$ cat src/rtl/axi4l_pkg.sv
// Shared AXI4-Lite encodings used by the command master and its peers.
package axi4l_pkg;

    typedef logic [1:0] axi_resp_t;

    localparam axi_resp_t AXI_RESP_OKAY   = 2'b00;
    localparam axi_resp_t AXI_RESP_EXOKAY = 2'b01;
    localparam axi_resp_t AXI_RESP_SLVERR = 2'b10;
    localparam axi_resp_t AXI_RESP_DECERR = 2'b11;

    // Unprivileged, secure, data access on every request.
    localparam logic [2:0] AXI_PROT_DEFAULT = 3'b000;

endpackage

$ cat src/rtl/axi4l_cmd_master_if.sv
// AXI4-Lite bus bundle; master modport drives requests, slave modport answers.
interface axi4l_cmd_master_if #(
    parameter int AXI_ADDR_WIDTH = 32,
    parameter int AXI_DATA_WIDTH = 32
);
    import axi4l_pkg::*;

    localparam int STRB_WIDTH = AXI_DATA_WIDTH / 8;

    logic [AXI_ADDR_WIDTH-1:0] awaddr;
    logic [2:0]                awprot;
    logic                      awvalid;
    logic                      awready;

    logic [AXI_DATA_WIDTH-1:0] wdata;
    logic [STRB_WIDTH-1:0]     wstrb;
    logic                      wvalid;
    logic                      wready;

    axi_resp_t                 bresp;
    logic                      bvalid;
    logic                      bready;

    logic [AXI_ADDR_WIDTH-1:0] araddr;
    logic [2:0]                arprot;
    logic                      arvalid;
    logic                      arready;

    logic [AXI_DATA_WIDTH-1:0] rdata;
    axi_resp_t                 rresp;
    logic                      rvalid;
    logic                      rready;

    modport master (
        output awaddr, awprot, awvalid, input awready,
        output wdata, wstrb, wvalid, input wready,
        input bresp, bvalid, output bready,
        output araddr, arprot, arvalid, input arready,
        input rdata, rresp, rvalid, output rready
    );

    modport slave (
        input awaddr, awprot, awvalid, output awready,
        input wdata, wstrb, wvalid, output wready,
        output bresp, bvalid, input bready,
        input araddr, arprot, arvalid, output arready,
        output rdata, rresp, rvalid, input rready
    );

endinterface

$ cat src/rtl/axi4l_cmd_master.sv
// Single-outstanding AXI4-Lite initiator: one command in, one bus transaction,
// one response out. Commands outside the address window finish locally with DECERR.
module axi4l_cmd_master
    import axi4l_pkg::*;
#(
    parameter int                        AXI_ADDR_WIDTH = 32,
    parameter int                        AXI_DATA_WIDTH = 32,
    parameter logic [AXI_ADDR_WIDTH-1:0] AXI_BASE_ADDR  = 32'h0000_0000,
    parameter logic [AXI_ADDR_WIDTH-1:0] AXI_BASE_MASK  = 32'hFFFF_F000
) (
    input  logic                        axi_aclk,
    input  logic                        axi_aresetn,

    input  logic                        cmd_valid,
    output logic                        cmd_ready,
    input  logic                        cmd_write,
    input  logic [AXI_ADDR_WIDTH-1:0]   cmd_addr,
    input  logic [AXI_DATA_WIDTH-1:0]   cmd_wdata,
    input  logic [AXI_DATA_WIDTH/8-1:0] cmd_wstrb,

    output logic                        rsp_valid,
    input  logic                        rsp_ready,
    output logic [AXI_DATA_WIDTH-1:0]   rsp_rdata,
    output axi_resp_t                   rsp_resp,

    output logic                        busy,

    axi4l_cmd_master_if.master          m_axi
);

    typedef enum logic [2:0] {
        IDLE,
        WR_REQ,
        WR_RESP,
        RD_REQ,
        RD_RESP,
        RSP
    } state_t;

    state_t state;
    logic   aw_done;
    logic   w_done;
    logic   in_window;
    logic   aw_hs;
    logic   w_hs;

    assign in_window = (cmd_addr & AXI_BASE_MASK) == (AXI_BASE_ADDR & AXI_BASE_MASK);
    assign aw_hs     = m_axi.awvalid && m_axi.awready;
    assign w_hs      = m_axi.wvalid && m_axi.wready;

    assign m_axi.awprot = AXI_PROT_DEFAULT;
    assign m_axi.arprot = AXI_PROT_DEFAULT;

    // Command/transaction sequencer; every bus and response output is a register here.
    always_ff @(posedge axi_aclk or negedge axi_aresetn) begin
        if (!axi_aresetn) begin
            state         <= IDLE;
            cmd_ready     <= 1'b0;
            busy          <= 1'b0;
            aw_done       <= 1'b0;
            w_done        <= 1'b0;
            rsp_valid     <= 1'b0;
            rsp_rdata     <= '0;
            rsp_resp      <= AXI_RESP_OKAY;
            m_axi.awaddr  <= '0;
            m_axi.awvalid <= 1'b0;
            m_axi.wdata   <= '0;
            m_axi.wstrb   <= '0;
            m_axi.wvalid  <= 1'b0;
            m_axi.bready  <= 1'b0;
            m_axi.araddr  <= '0;
            m_axi.arvalid <= 1'b0;
            m_axi.rready  <= 1'b0;
        end else begin
            case (state)
                IDLE: begin
                    // cmd_ready comes up one edge after reset release and stays up while idle.
                    cmd_ready <= 1'b1;
                    if (cmd_valid && cmd_ready) begin
                        cmd_ready <= 1'b0;
                        busy      <= 1'b1;
                        if (!in_window) begin
                            state     <= RSP;
                            rsp_valid <= 1'b1;
                            rsp_resp  <= AXI_RESP_DECERR;
                            rsp_rdata <= '0;
                        end else if (cmd_write) begin
                            state         <= WR_REQ;
                            m_axi.awaddr  <= cmd_addr;
                            m_axi.wdata   <= cmd_wdata;
                            m_axi.wstrb   <= cmd_wstrb;
                            m_axi.awvalid <= 1'b1;
                            m_axi.wvalid  <= 1'b1;
                            aw_done       <= 1'b0;
                            w_done        <= 1'b0;
                        end else begin
                            state         <= RD_REQ;
                            m_axi.araddr  <= cmd_addr;
                            m_axi.arvalid <= 1'b1;
                        end
                    end
                end

                WR_REQ: begin
                    // AW and W retire independently; B is only opened once both have gone.
                    if (aw_hs) begin
                        m_axi.awvalid <= 1'b0;
                        aw_done       <= 1'b1;
                    end
                    if (w_hs) begin
                        m_axi.wvalid <= 1'b0;
                        w_done       <= 1'b1;
                    end
                    if ((aw_done || aw_hs) && (w_done || w_hs)) begin
                        state        <= WR_RESP;
                        m_axi.bready <= 1'b1;
                    end
                end

                WR_RESP: begin
                    if (m_axi.bvalid) begin
                        state        <= RSP;
                        m_axi.bready <= 1'b0;
                        rsp_valid    <= 1'b1;
                        rsp_resp     <= m_axi.bresp;
                        rsp_rdata    <= '0;
                    end
                end

                RD_REQ: begin
                    if (m_axi.arready) begin
                        state         <= RD_RESP;
                        m_axi.arvalid <= 1'b0;
                        m_axi.rready  <= 1'b1;
                    end
                end

                RD_RESP: begin
                    if (m_axi.rvalid) begin
                        state        <= RSP;
                        m_axi.rready <= 1'b0;
                        rsp_valid    <= 1'b1;
                        rsp_resp     <= m_axi.rresp;
                        rsp_rdata    <= m_axi.rdata;
                    end
                end

                RSP: begin
                    if (rsp_ready) begin
                        state     <= IDLE;
                        rsp_valid <= 1'b0;
                        busy      <= 1'b0;
                        cmd_ready <= 1'b1;
                    end
                end

                default: begin
                    state <= IDLE;
                end
            endcase
        end
    end

endmodule

$ cat src/flat_wrapper.sv
// flat-port wrapper written by rule: the top's interface ports become plain ports
module axi4l_cmd_master_flat import axi4l_pkg::*;
#(
    parameter int                        AXI_ADDR_WIDTH = 32,
    parameter int                        AXI_DATA_WIDTH = 32,
    parameter logic [AXI_ADDR_WIDTH-1:0] AXI_BASE_ADDR  = 32'h0000_0000,
    parameter logic [AXI_ADDR_WIDTH-1:0] AXI_BASE_MASK  = 32'hFFFF_F000
)
  (axi_aclk, axi_aresetn, cmd_valid, cmd_ready, cmd_write, cmd_addr, cmd_wdata, cmd_wstrb, rsp_valid, rsp_ready, rsp_rdata, rsp_resp, busy, m_axi_awaddr, m_axi_awprot, m_axi_awvalid, m_axi_awready, m_axi_wdata, m_axi_wstrb, m_axi_wvalid, m_axi_wready, m_axi_bresp, m_axi_bvalid, m_axi_bready, m_axi_araddr, m_axi_arprot, m_axi_arvalid, m_axi_arready, m_axi_rdata, m_axi_rresp, m_axi_rvalid, m_axi_rready);
  axi4l_cmd_master_if #(.AXI_ADDR_WIDTH(AXI_ADDR_WIDTH), .AXI_DATA_WIDTH(AXI_DATA_WIDTH)) m_axi_i ();
  input  logic axi_aclk;
  input  logic axi_aresetn;
  input  logic cmd_valid;
  output logic cmd_ready;
  input  logic cmd_write;
  input  logic [AXI_ADDR_WIDTH-1:0] cmd_addr;
  input  logic [AXI_DATA_WIDTH-1:0] cmd_wdata;
  input  logic [AXI_DATA_WIDTH/8-1:0] cmd_wstrb;
  output logic rsp_valid;
  input  logic rsp_ready;
  output logic [AXI_DATA_WIDTH-1:0] rsp_rdata;
  output axi_resp_t rsp_resp;
  output logic busy;
  output wire logic [$bits(m_axi_i.awaddr)-1:0] m_axi_awaddr;
  output wire logic [$bits(m_axi_i.awprot)-1:0] m_axi_awprot;
  output wire logic [$bits(m_axi_i.awvalid)-1:0] m_axi_awvalid;
  input wire logic [$bits(m_axi_i.awready)-1:0] m_axi_awready;
  output wire logic [$bits(m_axi_i.wdata)-1:0] m_axi_wdata;
  output wire logic [$bits(m_axi_i.wstrb)-1:0] m_axi_wstrb;
  output wire logic [$bits(m_axi_i.wvalid)-1:0] m_axi_wvalid;
  input wire logic [$bits(m_axi_i.wready)-1:0] m_axi_wready;
  input wire logic [$bits(m_axi_i.bresp)-1:0] m_axi_bresp;
  input wire logic [$bits(m_axi_i.bvalid)-1:0] m_axi_bvalid;
  output wire logic [$bits(m_axi_i.bready)-1:0] m_axi_bready;
  output wire logic [$bits(m_axi_i.araddr)-1:0] m_axi_araddr;
  output wire logic [$bits(m_axi_i.arprot)-1:0] m_axi_arprot;
  output wire logic [$bits(m_axi_i.arvalid)-1:0] m_axi_arvalid;
  input wire logic [$bits(m_axi_i.arready)-1:0] m_axi_arready;
  input wire logic [$bits(m_axi_i.rdata)-1:0] m_axi_rdata;
  input wire logic [$bits(m_axi_i.rresp)-1:0] m_axi_rresp;
  input wire logic [$bits(m_axi_i.rvalid)-1:0] m_axi_rvalid;
  output wire logic [$bits(m_axi_i.rready)-1:0] m_axi_rready;
  assign m_axi_awaddr = m_axi_i.awaddr;
  assign m_axi_awprot = m_axi_i.awprot;
  assign m_axi_awvalid = m_axi_i.awvalid;
  assign m_axi_i.awready = m_axi_awready;
  assign m_axi_wdata = m_axi_i.wdata;
  assign m_axi_wstrb = m_axi_i.wstrb;
  assign m_axi_wvalid = m_axi_i.wvalid;
  assign m_axi_i.wready = m_axi_wready;
  assign m_axi_i.bresp = m_axi_bresp;
  assign m_axi_i.bvalid = m_axi_bvalid;
  assign m_axi_bready = m_axi_i.bready;
  assign m_axi_araddr = m_axi_i.araddr;
  assign m_axi_arprot = m_axi_i.arprot;
  assign m_axi_arvalid = m_axi_i.arvalid;
  assign m_axi_i.arready = m_axi_arready;
  assign m_axi_i.rdata = m_axi_rdata;
  assign m_axi_i.rresp = m_axi_rresp;
  assign m_axi_i.rvalid = m_axi_rvalid;
  assign m_axi_rready = m_axi_i.rready;
  axi4l_cmd_master #(.AXI_ADDR_WIDTH(AXI_ADDR_WIDTH), .AXI_DATA_WIDTH(AXI_DATA_WIDTH), .AXI_BASE_ADDR(AXI_BASE_ADDR), .AXI_BASE_MASK(AXI_BASE_MASK)) u_core (.axi_aclk(axi_aclk), .axi_aresetn(axi_aresetn), .cmd_valid(cmd_valid), .cmd_ready(cmd_ready), .cmd_write(cmd_write), .cmd_addr(cmd_addr), .cmd_wdata(cmd_wdata), .cmd_wstrb(cmd_wstrb), .rsp_valid(rsp_valid), .rsp_ready(rsp_ready), .rsp_rdata(rsp_rdata), .rsp_resp(rsp_resp), .busy(busy), .m_axi(m_axi_i));
endmodule
$ cat config.mk
export PLATFORM = sky130hd
export DESIGN_NAME = axi4l_cmd_master_flat
export DESIGN_NICKNAME = d
export VERILOG_FILES = /design/src/rtl/axi4l_pkg.sv /design/src/rtl/axi4l_cmd_master_if.sv /design/src/rtl/axi4l_cmd_master.sv /design/src/flat_wrapper.sv
export SDC_FILE = /design/constraint.sdc
export NUM_CORES = 1
export LEC_CHECK = 0
export ABC_CLOCK_PERIOD_IN_PS = 2000
export CORE_ASPECT_RATIO = 2
export CORE_MARGIN = 4
export CORE_UTILIZATION = 35
export CTS_CLUSTER_SIZE = 20
export DETAILED_ROUTE_END_ITERATION = 6
export GPL_TIMING_DRIVEN = 1
export PLACE_DENSITY = 0.73
export SLEW_MARGIN = 20
export SYNTH_ARGS = -nofsm -noshare
export SYNTH_HDL_FRONTEND = slang
export SYNTH_SLANG_ARGS = --single-unit
$ cat constraint.sdc
create_clock -name axi_aclk -period 2 [get_ports axi_aclk]
set_input_delay 0.2 -clock axi_aclk [delete_from_list [all_inputs] [get_ports axi_aclk]]
set_output_delay 0.2 -clock axi_aclk [all_outputs]
set_load 0.02 [all_outputs]
# After elaboration in Yosys (flattened, before gate mapping)
# Cells that the tools add are included.
# Widths: inputs -> output; s select.
[classes]
n_eq_ne = 17
mux = 55
bitwise = 1
reduce_logical = 27
[op_table]
columns = ["operator", "n"]
rows = [
  ["$mux 32", 4],
  ["$pmux 32 s3", 1],
  ["$logic_not 32->1", 1],
  ["$mux 1", 26],
  ["$mux 3", 7],
  ["$reduce_and 5->1", 4],
  ["$pmux 1 s2", 9],
  ["$pmux 3 s6", 1],
  ["$ne 2x2->1 const B", 7],
  ["$reduce_and 6->1", 2],
  ["$mux 2", 5],
  ["$ne 2x1->1 const B", 5],
  ["$reduce_bool 2->1", 5],
  ["$reduce_and 3->1", 3],
  ["$reduce_and 4->1", 2],
  ["$eq 3x2->1 const B", 2],
  ["$eq 3x3->1 const B", 2],
  ["$pmux 2 s3", 1],
  ["$logic_and 1x1->1", 4],
  ["$pmux 1 s4", 1],
  ["$reduce_bool 4->1", 1],
  ["$eq 3x1->1 const B", 1],
  ["$logic_not 3->1", 1],
  ["$reduce_bool 3->1", 1],
  ["3 further kinds", 4],
]
[word_totals]
reg_bits = 147
inputBits = 114
out_inout_bits = 148
wordCells = 117

# Depth between registers and ports, before layout
[logic_depth]
word_depth = 5
depth_mapped = 6

# Worst setup path before layout
# Ideal clock, no wire load.
[synth_path]
path_type = "register to register"
start = "reg u_core.state[0]"
end = "reg u_core.m_axi.araddr[10]"
setup_time_ns = 0.125
arrival_ns = 1.818
t_required_ns = 1.875
slack_ns = 0.057
path_stages_with_launch = 7
period_less_slack_ns = 1.943
path_cell_list = "dfrtp_1 > clkbuf_1 > and3b_1 > nand2_1 > nor4_2 > buf_4 > mux2_2"
[synth_via]
elab_chain_cells = 2
[synth_lines]
columns = ["element", "line", "text"]
rows = [
  ["start: declaration", "axi4l_cmd_master.sv:40", "state_t state;"],
  ["start signal: assignment", "axi4l_cmd_master.sv:57", "state <= IDLE;"],
  ["start signal: assignment", "axi4l_cmd_master.sv:83", "state <= RSP;"],
  ["start signal: assignment", "axi4l_cmd_master.sv:88", "state <= WR_REQ;"],
  ["$logic_not 3->1", "axi4l_cmd_master.sv:75", "case (state)"],
  ["$reduce_and 4->1 (no line)", "-", ""],
  ["end signal: assignment", "axi4l_cmd_master.sv:98", "m_axi.araddr <= cmd_addr;"],
  ["end: declaration", "axi4l_cmd_master_if.sv:38", "output araddr, arprot, arvalid, input arready,"],
]
# Every way passes these cells.
# A chain may end at the register's enable or synchronous reset.

# Final worst setup path
[layout_path]
start = "reg u_core.state[2]"
end = "reg u_core.m_axi.araddr[5]"
# The elaborated chain is that of the path after synthesis.

==> impl_metrics.yaml <==
sta:
  finalSetupViolations: 0
  setup_tns_ps: 0
  relSlewSlack_pct: 57.3
  slew_violations: 0
  hold_viol: 0
  finClkSkew_ps: 3.75
  achievable-frequency_mhz: 521
  worst_pin_slew_ps: 636
  fin_crit_ps: 1920
  fin_crit_sh_pct: 96.0
clocking:
  h-tree-depth: 4
  path_clk_slew_ps: 60
  cts_tree: "done"
  cts_buffers: 17
  cts_buffer_depth: 2
  cts_root_buf: "clkbuf_16"
  insertion_delay_ps: 420
  clkSinkCount: 147
flow_run:
  drv_cap: 0
drt:
  viasPerCell: 4.82
  wire_per_inst_um: 19.2
  routed_wl_mm: 17.0
  drc_errors: 0
  vias: 4269
  antenna_left: 0
  drt_iter0_drc: 116
  drt_pass1_iterations: 4
synth:
  syn_area_um2: 5500
  synthMuxAreaShare_pct: 12.9
  yosys_warnings: 0
  synth-compound-area-share_pct: 9.16
  synth_top_family_by_area: "multiplexers"
  synth_cells: 383
  avgSynthCellArea_um2: 14.4
  ys_types: 35
  synthAdderAreaFrac_pct: 0
  synth-xor-area-share_pct: 0
  synth-seq-area-share_pct: 66.8
  synth-simple-area-share_pct: 8.12
  ys_ff_latch: 147
worst_setup_path:
  cp.arrival_ps: 2220
  cp.required_ps: 2300
  cp-end-kind: "register"
  crit_type: "register to register"
  startpoint_type: "register"
  crit_fanout: 8
finish:
  n_antenna_cell: 0
  fin_area_um2: 9210
  fillerInstances: 1247
  area_growth_syn_to_layout_pct: 67.3
  nets: 789
  stdcell_count: 886
  drive_gt1_share_pct: 20.9
pwr:
  p_per_area_nw_per_um2: 1050
  leakage_nw: 4.23
  peakVddDrop_mv: 0.737
  finalPower_mw: 9.62
placement:
  placed_cells: 847
  portBuffers: 255
  dp_hpwl_mm: 12.8
  gp_congestion: 0.851
  dpl_cell_area_um2: 8460
min_path:
  hold_class: "input port to asynchronous set/reset pin"
die:
  die_w_um: 96.7
  fp-row-count: 64
  core_um2: 15400
  pin_count: 262
  die_y_um: 185
  initial_core_util_pct: 35.8
  die_area_um2: 17900
global_routing:
  grtUsageTotal_pct: 19.0
  gr-total-overflow: 0
  grt_pass1_wl_mm: 26.4
  grt_max_degree: 66
  grt_pass1_vias: 4706
  antenna_found_initial: 0
status:
  status: "completed"
==> timing repair <==
| item | CTS | global route |
|---|---|---|
| hold endpoints to repair | 42 | 0 |
| buffers inserted | 1 | 3 |
| gates cloned | 1 | 1 |
| setup endpoints to repair | 44 | 95 |
| hold buffers | 1 | 0 |
| gates resized for setup | 4 | 13 |
| pin swaps | 2 | 2 |
==> layer usage <==
| layer | global-route usage [%] | share of wire [%] | up-vias |
|---|---|---|---|
| met5 | 0 | 0 | - |
| met4 | 9.28 | 3.5 | 0 |
| met3 | 4.56 | 4.9 | 31 |
| met2 | 35.2 | 56 | 172 |
| met1 | 20.1 | 35 | 2133 |
| li1 | - | - | 1933 |
==> layout by cell type, fill, tap and decap left out, drive strengths merged <==
cell	n
conb	6
a22o	33
clkinv	6
a211oi	1
o31ai	2
clkinvlp	4
nand2b	3
nor4	7
a311o	1
a2bb2oi	2
buf	38
a41oi	1
a21oi	4
o21a	2
o31a	1
a21o	4
clkdlybuf4s50	254
nor2	3
dfrtp	147
nand2	10
and3b	1
inv	6
nor3	1
o21ai	9
nand3b	1
clkbuf	20
mux2	63
and3	1
dlygate4sd3	1
o22ai	3
and2	1
bufinv	3
nor2b	40
nand3	6
a31oi	3
==> power breakdown <==
part           leakage [nW]  internal, mW  switching, mW  total [mW]
Clock                 0.291          2.02           1.24        3.26
Sequential             1.99          3.37          0.275        3.65
Combinational          1.96          1.38           1.34        2.72
==> worst max-delay path: stages, from the launching register on <==
cell and delay (ps):
dfrtp_2 460, nor2_4 150, nand2_2 100, buf_4 150
nor4_4 240, buf_4 180, clkbuf_4 180, mux2_2 330
==> cell usage after synthesis, drive strengths merged <==
library cell / instances / area [µm²]
o21a: 2 / 15.0
nand3b: 1 / 7.51
a2bb2oi: 2 / 17.5
nor2: 3 / 11.3
clkinv: 1 / 3.75
a311o: 1 / 10.0
o21ai: 9 / 45.0
a21o: 4 / 30.0
and3: 1 / 6.26
o22ai: 3 / 18.8
nand2b: 3 / 18.8
nor4: 7 / 65.1
a21oi: 4 / 20.0
clkbuf: 14 / 52.6
o31a: 1 / 8.76
dfrtp: 147 / 3680
a211oi: 1 / 7.51
mux2: 63 / 709
buf: 12 / 85.1
nand3: 6 / 30.0
o31ai: 2 / 15.0
and2: 1 / 6.26
nor3: 1 / 5.00
nor2b: 40 / 250
and3b: 1 / 8.76
nand2: 10 / 37.5
inv: 5 / 18.8
conb: 1 / 3.75
a22o: 33 / 289
a31oi: 3 / 18.8
a41oi: 1 / 8.76
==> layout make-up <==
cell class / instances / area [µm²] / area share (%)
tap: 198 / 248 / 2.69
clock inverter: 13 / 158 / 1.71
timing repair buffer: 294 / 2910 / 31.6
inverter: 6 / 22.5 / 0.245
sequential: 147 / 3680 / 40.0
multi-input combinational: 209 / 1740 / 18.9
clock buffer: 19 / 453 / 4.92
==> per-stage QoR <==
stage | utilization (%) | worst slack (ps) | hold slack [ps]
final | 59.9 | 79.6 | 283
after global routing | 59.9 | -16.2 | 315
after detailed placement | 55.0 | -473 | 152
after global placement | 55.0 | -435 | 136
after floorplan | - | 56.8 | -95.6
after CTS | 59.5 | 1.45 | 289
==> registers in the layout, summed over array words and instances, names as in the netlist <==
signal and cells:
u_core.m_axi.bready 1, u_core.busy 1, u_core.w_done 1, u_core.rsp_valid 1
u_core.aw_done 1, u_core.m_axi.wdata 32, u_core.m_axi.awaddr 32, u_core.state 3
u_core.cmd_ready 1, u_core.rsp_rdata 32, u_core.m_axi.rready 1, u_core.m_axi.arvalid 1
u_core.m_axi.wvalid 1, u_core.m_axi.araddr 32, u_core.rsp_resp 2, u_core.m_axi.wstrb 4
u_core.m_axi.awvalid 1
==> cells by family (layout without fill, tap and decap cells) <==
| family | after synthesis | count (layout) |
|---|---|---|
| DFF | 147 | 147 |
| and+or+nand+nor | 74 | 74 |
| AOI/OAI and AO/OA | 66 | 66 |
| muxes | 63 | 63 |
| buffers and inverters | 32 | 332 |
| other | 1 | 6 |
==> path summary, 6_finish.rpt <==
kind | end | cells after the start | startpoint | slack (ps)
worst max-delay path | u_core.m_axi.araddr[5] | 7 | u_core.state[2] | 80
worst min-delay path | u_core.m_axi.awaddr[15] | 2 | axi_aresetn | 280
worst max register to register | u_core.m_axi.araddr[5] | 7 | u_core.state[2] | 80
worst min register to register | u_core.m_axi.arvalid | 1 | u_core.m_axi.arvalid | 480
max in group asynchronous | u_core.m_axi.wdata[4] | 3 | axi_aresetn | 940
min in group axi_aclk | u_core.rsp_rdata[0] | 2 | m_axi_rdata[0] | 380
Power figures use the tool's default switching activity.
